### config.mk
export PLATFORM = sky130hd
export DESIGN_NAME = keypad_scanner
export DESIGN_NICKNAME = d
export VERILOG_FILES = /design/src/rtl/keypad_scanner_pkg.sv /design/src/rtl/keypad_scanner_tick.sv /design/src/rtl/keypad_scanner.sv
export SDC_FILE = /design/constraint.sdc
export NUM_CORES = 1
export LEC_CHECK = 0
export CAP_MARGIN = 40
export CORE_MARGIN = 5
export CORE_UTILIZATION = 63
export CTS_CLUSTER_DIAMETER = 150
export DETAILED_ROUTE_END_ITERATION = 12
export PLACE_DENSITY = 0.82
export SLEW_MARGIN = 20
export SYNTH_ARGS = -nofsm -noshare
export SYNTH_HDL_FRONTEND = slang
export SYNTH_SLANG_ARGS = --single-unit
### constraint.sdc
create_clock -name CLK -period 14.85 [get_ports CLK]
set_clock_uncertainty 0.1 [all_clocks]
set_input_delay 4.455 -clock CLK [delete_from_list [all_inputs] [get_ports CLK]]
set_output_delay 4.455 -clock CLK [all_outputs]
set_load 0.005 [all_outputs]
### src/rtl/keypad_scanner_pkg.sv
// Shared definitions for the 4x4 keypad scanner: column strobe patterns,
// key-code map and FSM state encoding.
package keypad_scanner_pkg;

    // Active-low column strobes indexed by column number
    localparam logic [3:0] COL_PATTERN [4] = '{4'b1110, 4'b1101, 4'b1011, 4'b0111};

    // Key code indexed by {row, col}: r0=1,2,3,A r1=4,5,6,B r2=7,8,9,C r3=E,0,F,D
    localparam logic [3:0] KEY_MAP [16] = '{
        4'h1, 4'h2, 4'h3, 4'hA,
        4'h4, 4'h5, 4'h6, 4'hB,
        4'h7, 4'h8, 4'h9, 4'hC,
        4'hE, 4'h0, 4'hF, 4'hD
    };

    typedef enum logic [1:0] {
        IDLE,
        DEBOUNCE,
        PRESSED,
        RELEASE
    } key_state_e;

endpackage

### src/rtl/keypad_scanner_tick.sv
// Column scan timebase: prescaler producing one tick every SCAN_DIV cycles,
// column index rotation 0..3 and the registered active-low column strobes.
module keypad_scan_tick
    import keypad_scanner_pkg::*;
#(
    parameter int unsigned SCAN_DIV = 50000
) (
    input  logic       clk_i,
    input  logic       rst_ni,
    output logic       tick_o,
    output logic [1:0] col_idx_o,
    output logic [3:0] col_o
);

    localparam int unsigned PW = (SCAN_DIV > 1) ? $clog2(SCAN_DIV) : 1;
    localparam logic [PW-1:0] PRESC_LAST = PW'(SCAN_DIV - 1);

    logic [PW-1:0] presc_q, presc_d;
    logic [1:0]    col_idx_q, col_idx_d;
    logic [3:0]    col_q, col_d;
    logic          tick;

    assign tick = (presc_q == PRESC_LAST);

    // Next-state: prescaler wraps on tick, column advances on the same tick
    always_comb begin
        presc_d   = tick ? '0 : presc_q + 1'b1;
        col_idx_d = col_idx_q;
        col_d     = col_q;
        if (tick) begin
            col_idx_d = col_idx_q + 2'd1;
            col_d     = COL_PATTERN[col_idx_d];
        end
    end

    // Timebase registers
    always_ff @(posedge clk_i or negedge rst_ni) begin
        if (!rst_ni) begin
            presc_q   <= '0;
            col_idx_q <= '0;
            col_q     <= 4'b1110;
        end else begin
            presc_q   <= presc_d;
            col_idx_q <= col_idx_d;
            col_q     <= col_d;
        end
    end

    assign tick_o    = tick;
    assign col_idx_o = col_idx_q;
    assign col_o     = col_q;

endmodule

### src/rtl/keypad_scanner.sv
// 4x4 matrix keypad scanner with debounce and single-key acceptance.
// Optional key history shift register enabled by defining KEYPAD_HISTORY_EN.
module keypad_scanner
    import keypad_scanner_pkg::*;
#(
    parameter int unsigned SCAN_DIV       = 50000,
    parameter int unsigned DEBOUNCE_SCANS = 4
) (
    input  logic        CLK,
    input  logic        RST_N,
    input  logic [3:0]  Row,
    output logic [3:0]  Col,
    output logic [3:0]  KeyCode,
    output logic        KeyValid,
    output logic        KeyDown
`ifdef KEYPAD_HISTORY_EN
    ,
    output logic [15:0] History
`endif
);

    localparam int unsigned CW = (DEBOUNCE_SCANS > 0) ? $clog2(DEBOUNCE_SCANS + 1) : 1;
    localparam logic [CW-1:0] DS_C = CW'(DEBOUNCE_SCANS);

    logic        tick;
    logic [1:0]  col_idx;
    logic [3:0]  row_meta_q, row_sync_q;
    logic [15:0] image_q, image_d;
    logic [4:0]  n_pressed;
    logic [3:0]  scan_code;
    logic        is_one, scan_done;

    key_state_e  state_q;
    logic [3:0]  cand_q, key_code_q;
    logic [CW-1:0] cnt_q, cnt_inc;
    logic        key_valid_q, key_down_q;

    keypad_scan_tick #(
        .SCAN_DIV (SCAN_DIV)
    ) u_tick (
        .clk_i     (CLK),
        .rst_ni    (RST_N),
        .tick_o    (tick),
        .col_idx_o (col_idx),
        .col_o     (Col)
    );

    // Two-flop synchronizer for the asynchronous row inputs (idle rows read high)
    always_ff @(posedge CLK or negedge RST_N) begin
        if (!RST_N) begin
            row_meta_q <= '1;
            row_sync_q <= '1;
        end else begin
            row_meta_q <= Row;
            row_sync_q <= row_meta_q;
        end
    end

    // Scan image: bit {col,row} holds the sampled active-low row for that column
    always_comb begin
        image_d = image_q;
        if (tick) begin
            image_d[{col_idx, 2'b00} +: 4] = row_sync_q;
        end
    end

    // Scan image register; fully rewritten before the first classification
    always_ff @(posedge CLK or negedge RST_N) begin
        if (!RST_N) image_q <= '0;
        else        image_q <= image_d;
    end

    // Classify the image as it will stand after this tick (includes column 3)
    always_comb begin
        logic [3:0] idx;
        n_pressed = '0;
        scan_code = '0;
        for (int unsigned i = 0; i < 16; i++) begin
            idx = 4'(i);
            if (!image_d[idx]) begin
                n_pressed = n_pressed + 5'd1;
                scan_code = KEY_MAP[{idx[1:0], idx[3:2]}];
            end
        end
    end

    assign is_one    = (n_pressed == 5'd1);
    assign scan_done = tick && (col_idx == 2'd3);
    assign cnt_inc   = (cnt_q == DS_C) ? cnt_q : cnt_q + 1'b1;

    // Debounce FSM, evaluated once per completed scan; outputs are registered
    always_ff @(posedge CLK or negedge RST_N) begin
        if (!RST_N) begin
            state_q     <= IDLE;
            cand_q      <= '0;
            cnt_q       <= '0;
            key_code_q  <= '0;
            key_valid_q <= 1'b0;
            key_down_q  <= 1'b0;
        end else begin
            key_valid_q <= 1'b0;
            if (scan_done) begin
                unique case (state_q)
                    IDLE: begin
                        if (is_one) begin
                            if (DEBOUNCE_SCANS <= 1) begin
                                state_q     <= PRESSED;
                                key_code_q  <= scan_code;
                                key_down_q  <= 1'b1;
                                key_valid_q <= 1'b1;
                                cnt_q       <= '0;
                            end else begin
                                state_q <= DEBOUNCE;
                                cand_q  <= scan_code;
                                cnt_q   <= CW'(1);
                            end
                        end
                    end
                    DEBOUNCE: begin
                        if (!is_one) begin
                            state_q <= IDLE;
                            cnt_q   <= '0;
                        end else if (scan_code == cand_q) begin
                            if (cnt_inc == DS_C) begin
                                state_q     <= PRESSED;
                                key_code_q  <= cand_q;
                                key_down_q  <= 1'b1;
                                key_valid_q <= 1'b1;
                                cnt_q       <= '0;
                            end else begin
                                cnt_q <= cnt_inc;
                            end
                        end else begin
                            cand_q <= scan_code;
                            cnt_q  <= CW'(1);
                        end
                    end
                    PRESSED: begin
                        if (!is_one) begin
                            if (DEBOUNCE_SCANS <= 1) begin
                                state_q    <= IDLE;
                                key_down_q <= 1'b0;
                                cnt_q      <= '0;
                            end else begin
                                state_q <= RELEASE;
                                cnt_q   <= CW'(1);
                            end
                        end
                    end
                    RELEASE: begin
                        if (is_one) begin
                            state_q <= PRESSED;
                            cnt_q   <= '0;
                        end else if (cnt_inc == DS_C) begin
                            state_q    <= IDLE;
                            key_down_q <= 1'b0;
                            cnt_q      <= '0;
                        end else begin
                            cnt_q <= cnt_inc;
                        end
                    end
                    default: state_q <= IDLE;
                endcase
            end
        end
    end

    assign KeyCode  = key_code_q;
    assign KeyValid = key_valid_q;
    assign KeyDown  = key_down_q;

`ifdef KEYPAD_HISTORY_EN
    logic [15:0] history_q;

    // Shift each newly accepted key into the low nibble
    always_ff @(posedge CLK or negedge RST_N) begin
        if (!RST_N)           history_q <= '0;
        else if (key_valid_q) history_q <= {history_q[11:0], key_code_q};
    end

    assign History = history_q;
`endif

endmodule
### Word level (Yosys, flattened, before mapping)

Index checks and enable logic that the tools add are counted.

| word-level totals | value |
|---|---|
| bits in registers | 61 |
| input port bits | 6 |
| output and inout port bits | 10 |
| word-level logic and storage cells | 133 |

| operators by class | value |
|---|---|
| add/sub/neg operators | 19 |
| magnitude comparators | 1 |
| equal/unequal tests | 20 |
| shifts and indexed selects | 2 |
| mux-type cells | 69 |
| bitwise logic cells | 1 |
| reduce and logical (&&, ||, !) cells | 9 |

Operator list:

| kind | number |
|---|---|
| 4-bit two-way mux | 19 |
| 5-bit by 1-bit adder with 5-bit output, second input constant | 14 |
| 5-bit two-way mux | 14 |
| 16-bit two-way mux | 2 |
| 3-bit two-way mux | 8 |
| 16-bit by 1-bit adder with 16-bit output, second input constant | 1 |
| 16-bit bitwise mux | 1 |
| 16-bit == test, second input constant | 1 |
| 2-bit two-way mux | 8 |
| 2-bit inequality test, second input constant | 8 |
| 4-bit by 6-bit variable shift with 16-bit output, first input constant | 1 |
| 4-bit by 6-bit variable part select with 16-bit output | 1 |
| 1-bit two-way mux | 12 |
| 3-bit case mux with 4 select lines | 1 |
| 5-bit AND reduction | 2 |
| 3-bit inequality test, second input constant | 3 |
| 4-bit binary-select mux with 2-bit select | 1 |
| 2-bit case mux with 4 select lines | 1 |
| 4-bit case mux with 2 select lines | 1 |
| 7-bit AND reduction | 1 |
| 2-bit == test, second input constant | 3 |
| 3-bit == test, second input constant | 2 |
| 4-bit negator with 6-bit output | 1 |
| 6-bit AND reduction | 1 |
| 13 further kinds | 14 |

### Depth between registers and ports, before layout

| depth | value |
|---|---|
| depth after elaboration | 39 |
| depth in mapped cells | 54 |
| mapped depth without buffers | 53 |

### Cells and area by module

From an unflattened synthesis, not the netlist that was laid out.

| unflattened totals | value |
|---|---|
| cell total of the unflattened synthesis | 510 |
| area, all modules | 4994.8 µm² |

By module, submodules not included:

| module | times used | cells each | area each (µm²) | sequential area each (µm²) |
|---|---|---|---|---|
| keypad_scanner | 1 | 416 | 3891.2 | 985.9 |
| keypad_scan_tick | 1 | 94 | 1103.6 | 554.3 |

### Least setup slack after synthesis

OpenSTA, ideal clock, no wires.

| timing | value |
|---|---|
| kind | reg2reg |
| start point | reg u_tick.presc_q[10] |
| end point | reg key_code_q[0] (netlist: KeyCode[0]) |
| library setup time | 0.128 ns |
| arrival | 10.630 ns |
| data required time | 14.622 ns |
| setup slack | 3.992 ns |
| stages on the path, launching flop included | 52 |
| buffers on the path | 1 |
| period minus slack after synthesis | 10.858 ns |
| cell sequence | dfrtp_1 or4b_1 buf_4 nor4_4 nand3_1 nand2_1 inv_1 ha_1 a21oi_1 mux2i_1 ha_1 nor2_1 mux2i_1 o21a_1 ha_1 nand2_1 nand2_1 ha_1 [... 16 more ...] nand2_1 o31ai_1 ha_1 mux2i_1 inv_1 ha_1 nand2_1 o21ai_1 ha_1 mux2_2 ha_1 xnor3_1 a32oi_1 and4bb_1 a21boi_4 o31ai_4 nor2_2 mux2_1 |

| between the ends | value |
|---|---|
| elaborated cells on any way between the ends | 53 |
| classes of those cells | add/sub (15); eq/ne (3); mux (33); reduce/logical (2) |

RTL lines:

| element | RTL line | source |
|---|---|---|
| start, declared | keypad_scanner_tick.sv:18 | `logic [PW-1:0] presc_q, presc_d;` |
| start signal, assigned | keypad_scanner_tick.sv:43 | `presc_q <= presc_d;` |
| 16-bit == test * | keypad_scanner_tick.sv:23 | `assign tick = (presc_q == PRESC_LAST);` |
| 16-bit two-way mux * | keypad_scanner.sv:62 | `if (tick) begin` |
| net image_d[1] | keypad_scanner.sv:28 | `logic [15:0] image_q, image_d;` |
| 2-bit two-way mux | keypad_scanner.sv:80 | `if (!image_d[idx]) begin` |
| 5-bit by 1-bit adder with 5-bit output | keypad_scanner.sv:81 | `n_pressed = n_pressed + 5'd1;` |
| 5-bit two-way mux | keypad_scanner.sv:80 |  |
| 5-bit by 1-bit adder with 5-bit output | keypad_scanner.sv:81 |  |
| 5-bit two-way mux | keypad_scanner.sv:80 |  |
| [... 18 more ...] | - |  |
| 5-bit by 1-bit adder with 5-bit output | keypad_scanner.sv:81 |  |
| 5-bit two-way mux | keypad_scanner.sv:80 |  |
| 5-bit by 1-bit adder with 5-bit output | keypad_scanner.sv:81 |  |
| 5-bit two-way mux | keypad_scanner.sv:80 |  |
| 5-bit by 1-bit adder with 5-bit output | keypad_scanner.sv:81 |  |
| 5-bit two-way mux | keypad_scanner.sv:80 |  |
| 5-bit by 1-bit == test with 1-bit output | keypad_scanner.sv:87 | `assign is_one = (n_pressed == 5'd1);` |
| 5-bit AND reduction (no line) * | - |  |
| end signal, assigned | keypad_scanner.sv:108 | `key_code_q <= scan_code;` |
| end signal, assigned | keypad_scanner.sv:126 | `key_code_q <= cand_q;` |
| end, declared | keypad_scanner.sv:34 | `logic [3:0] cand_q, key_code_q;` |

Mark *: on every way through the listed nets, which the timed path passes. The rest lies on a longest branch.
A chain may end at the register's enable or synchronous reset.

### Worst setup path after layout

| timing | value |
|---|---|
| start point | reg u_tick.presc_q[10] |
| end point | reg key_code_q[1] (netlist: KeyCode[1]) |

Same word-level chain as after synthesis.

==> reports/results.tsv <==
stage	metric	value	unit
yosys	syn_inst	530	
timing	period_share	82.1	%
clocking	numCtsBuffers	9	
timing	tns	0	ns
clocking	clkLatencyLatePin	0.34	ns
setup_path	crit_path_max_incr_delay	0.73	ns
floorplanning	fp.dieW	97.6	um
grt	overflow	0	
layout	area_growth	9.19	%
clocking	holdBufCountCts	0	
route	vias	3980	
timing	max_freq	82.1	MHz
clocking	clock_sinks	61	
grt	grt_pass1_wl	18100	um
grt	grt_usage	22.9	%
yosys	synthFlopType	dfrtp_1	
route	drc	0	
floorplanning	die_h	97.6	um
yosys	ys_ff_latch	61	
clocking	cts_buffer_depth	2	
power_and_ir_drop	powerDensity	61.0	nW/um2
layout	antennaDiodeCount	0	
route	via_per_inst	6.09	
setup_path	cp.required	14.96	ns
route	drt-initial-drc-count	228	
floorplanning	initial_core_util	63.5	%
yosys	synthArstFlopShare	100	%
power_and_ir_drop	power.leakage	2.32	nW
timing	setup_ws	2.66	ns
clocking	cts_root_buffer	clkbuf_8	
layout	fin_nets	576	
yosys	synth_edf_count	0	
worst_hold_path	worstHoldPathType	reg2reg	
setup_path	path_max_fanout	8	
clocking	clkTransAtPathRegs	0.07	ns
yosys	seq_area_frac_synth	31.9	%
layout	design_area	5280	um2
floorplanning	die-area	9520	um2
setup_path	ff2ff_setup_slack	2.66	ns
timing	drv_slew	0	
route	wl_per_cell	15.8	um
placement	place_congestion	0.915	
placement	placed_area	5080	um2
setup_path	endpoint_kind	flip-flop	
status	outcome	finished clean	
setup_path	cp_slowest_cell	or4b_1	
clocking	htree_num_levels	3	
timing	rsz0062_at_grt	no	
timing	fin_crit	12.19	ns
grt	grt_max_degree	62	
setup_path	critPathArrivalTime	12.30	ns
timing	hold_ws	0.259	ns
timing	relSlewSlack	46.3	%
route	routed_wl	10400	um
setup_path	critical_path_class	reg2reg	
yosys	synth_area	4830	um2
floorplanning	io_pins	16	
route	first_pass_iters	5	
clocking	postCtsSetupRepairBufs	0	
floorplanning	num_rows	32	
layout	fin_util	69.3	%
flow_run	maxCapViolCount	0	
setup_path	cp_common_cell	ha_1	
placement	preCtsSetupSlack	2.82	ns
yosys	syn_nets	559	
grt	antenna_found_initial	0	
yosys	ys_warn_count	0	
clocking	post_cts_resized	0	
route	antenna_left	0	
timing	finalSetupViolCount	0	
layout	drive_gt1_share	9.24	%
yosys	ys_types	78	
floorplanning	core	7610	um2
timing	worst_pin_slew	0.798	ns
timing	finalHoldViolations	0	
clocking	cts_tree	built	
power_and_ir_drop	vdd_drop_max	62.9	uV
placement	port_buffers	15	
grt	grt_pass1_vias	3916	
yosys	syn_area_per_cell	9.11	um2
placement	dpl.hpwl	7890	um
setup_path	start_kind	flip-flop	
==> through the flow <==
stage / total power [W] / cells
final: 0.000322 / 654
after global routing: 0.000333 / 654
after CTS: 0.000323 / 654
after detailed placement: 0.000179 / 638
after global placement: 0.000179 / 638
after floorplan: 0.000174 / 530
==> sequential cells by signal, indices dropped and copies added (netlist names), named ones only <==
name              flops
row_sync_q            4
cnt_q                 3
row_meta_q            4
KeyValid              1
cand_q                4
u_tick.presc_q       16
state_q               1
u_tick.col_o          4
u_tick.col_idx_o      2
image_q              16
KeyCode               4
KeyDown               1
==> layout by cell type (no fill, tap or decap), types with 3 or more instances in the layout <==
cell             synthesis  final
nand2_1                 57     57
dfrtp_1                 50     50
inv_1                   30     30
nor2_1                  30     30
xnor2_1                 26     26
nand3_1                 25     25
a21oi_1                 24     24
ha_1                    23     23
mux2i_1                 20     20
o21ai_0                 19     19
xor2_1                  18     18
clkdlybuf4s50_1          0     14
nor3_1                  12     12
dfstp_2                 11     11
and3_1                  10     10
nand4_1                 10     10
clkbuf_8                 0     10
nor3b_1                  9      9
o21a_1                   9      9
nor2b_1                  8      8
mux2_1                   8      8
nor4_1                   8      7
a31oi_1                  7      7
nand2b_1                 6      6
and2_1                   5      5
o211ai_1                 5      5
o31ai_1                  5      5
or4_1                    5      5
or3_1                    5      5
o21ai_1                  4      4
xnor3_1                  4      4
xnor2_2                  4      4
a221o_1                  3      3
mux2_2                   3      3
o22ai_1                  3      3
buf_4                    1      3
==> power by group <==
part	internal, W	switching, W
registers	0.000168	0.00000142
logic	0.00000215	0.00000393
clock network	0.0000819	0.0000641
total	0.000252	0.0000695
==> final cells by class <==
| type | instances | area, um2 |
|---|---|---|
| clock buffer | 12 | 145 |
| clock inverter | 4 | 50.0 |
| fill | 588 | 2330 |
| inverter | 32 | 120 |
| multi-input combinational | 425 | 3120 |
| sequential | 61 | 1540 |
| tap | 102 | 128 |
| timing repair buffer | 18 | 168 |
==> cell families (layout without fill, tap and decap cells) <==
group | after synthesis | in the layout | synth area share [%]
simple gates | 209 | 209 | 23.6
flops | 61 | 61 | 31.9
buf+inv | 44 | 66 | 3.57
mux | 31 | 31 | 6.71
xor+xnor | 56 | 56 | 12.8
fa+ha+maj | 23 | 23 | 5.96
compound gates | 106 | 106 | 15.4
==> cell usage after synthesis, drive strengths merged, types with 13 or more instances <==
master,count,area share (%)
xnor2,30,6.1
o21ai,23,2.4
inv,30,2.3
xor2,20,3.9
nor2,31,2.5
nor3,13,1.6
mux2i,20,4.1
ha,23,6.0
nand3,25,2.6
dfrtp,50,26
a21oi,24,2.5
nand2,57,4.4
==> routing by layer <==
| layer | global-route usage (%) | part of all wire [%] | up-vias |
|---|---|---|---|
| met3 | 2.80 | 3.2 | 19 |
| met4 | 7.24 | 1.9 | 0 |
| met2 | 38.6 | 49 | 93 |
| li1 | - | - | 1948 |
| met5 | 0 | 0 | - |
| met1 | 30.6 | 45 | 1920 |
==> critical path: cells and delay by family, from the launching register on <==
kind	cells	cell delay [ns]
compound gates	10	2.51
xor+xnor	1	0.35
fa+ha+maj	14	3.99
buf+inv	3	0.22
flops	1	0.42
mux	6	1.47
simple gates	16	3.02
==> final timing paths <==
path	cells past startpoint	end	from
max	50	KeyCode[1]	u_tick.presc_q[10]
max reg2reg	50	KeyCode[1]	u_tick.presc_q[10]
min in group asynchronous	2	u_tick.presc_q[6]	RST_N
min reg2reg	0	row_sync_q[3]	row_meta_q[3]
max in group asynchronous	2	image_q[6]	RST_N
min	0	row_sync_q[3]	row_meta_q[3]
Note: power is estimated with default switching activity, not from simulation.
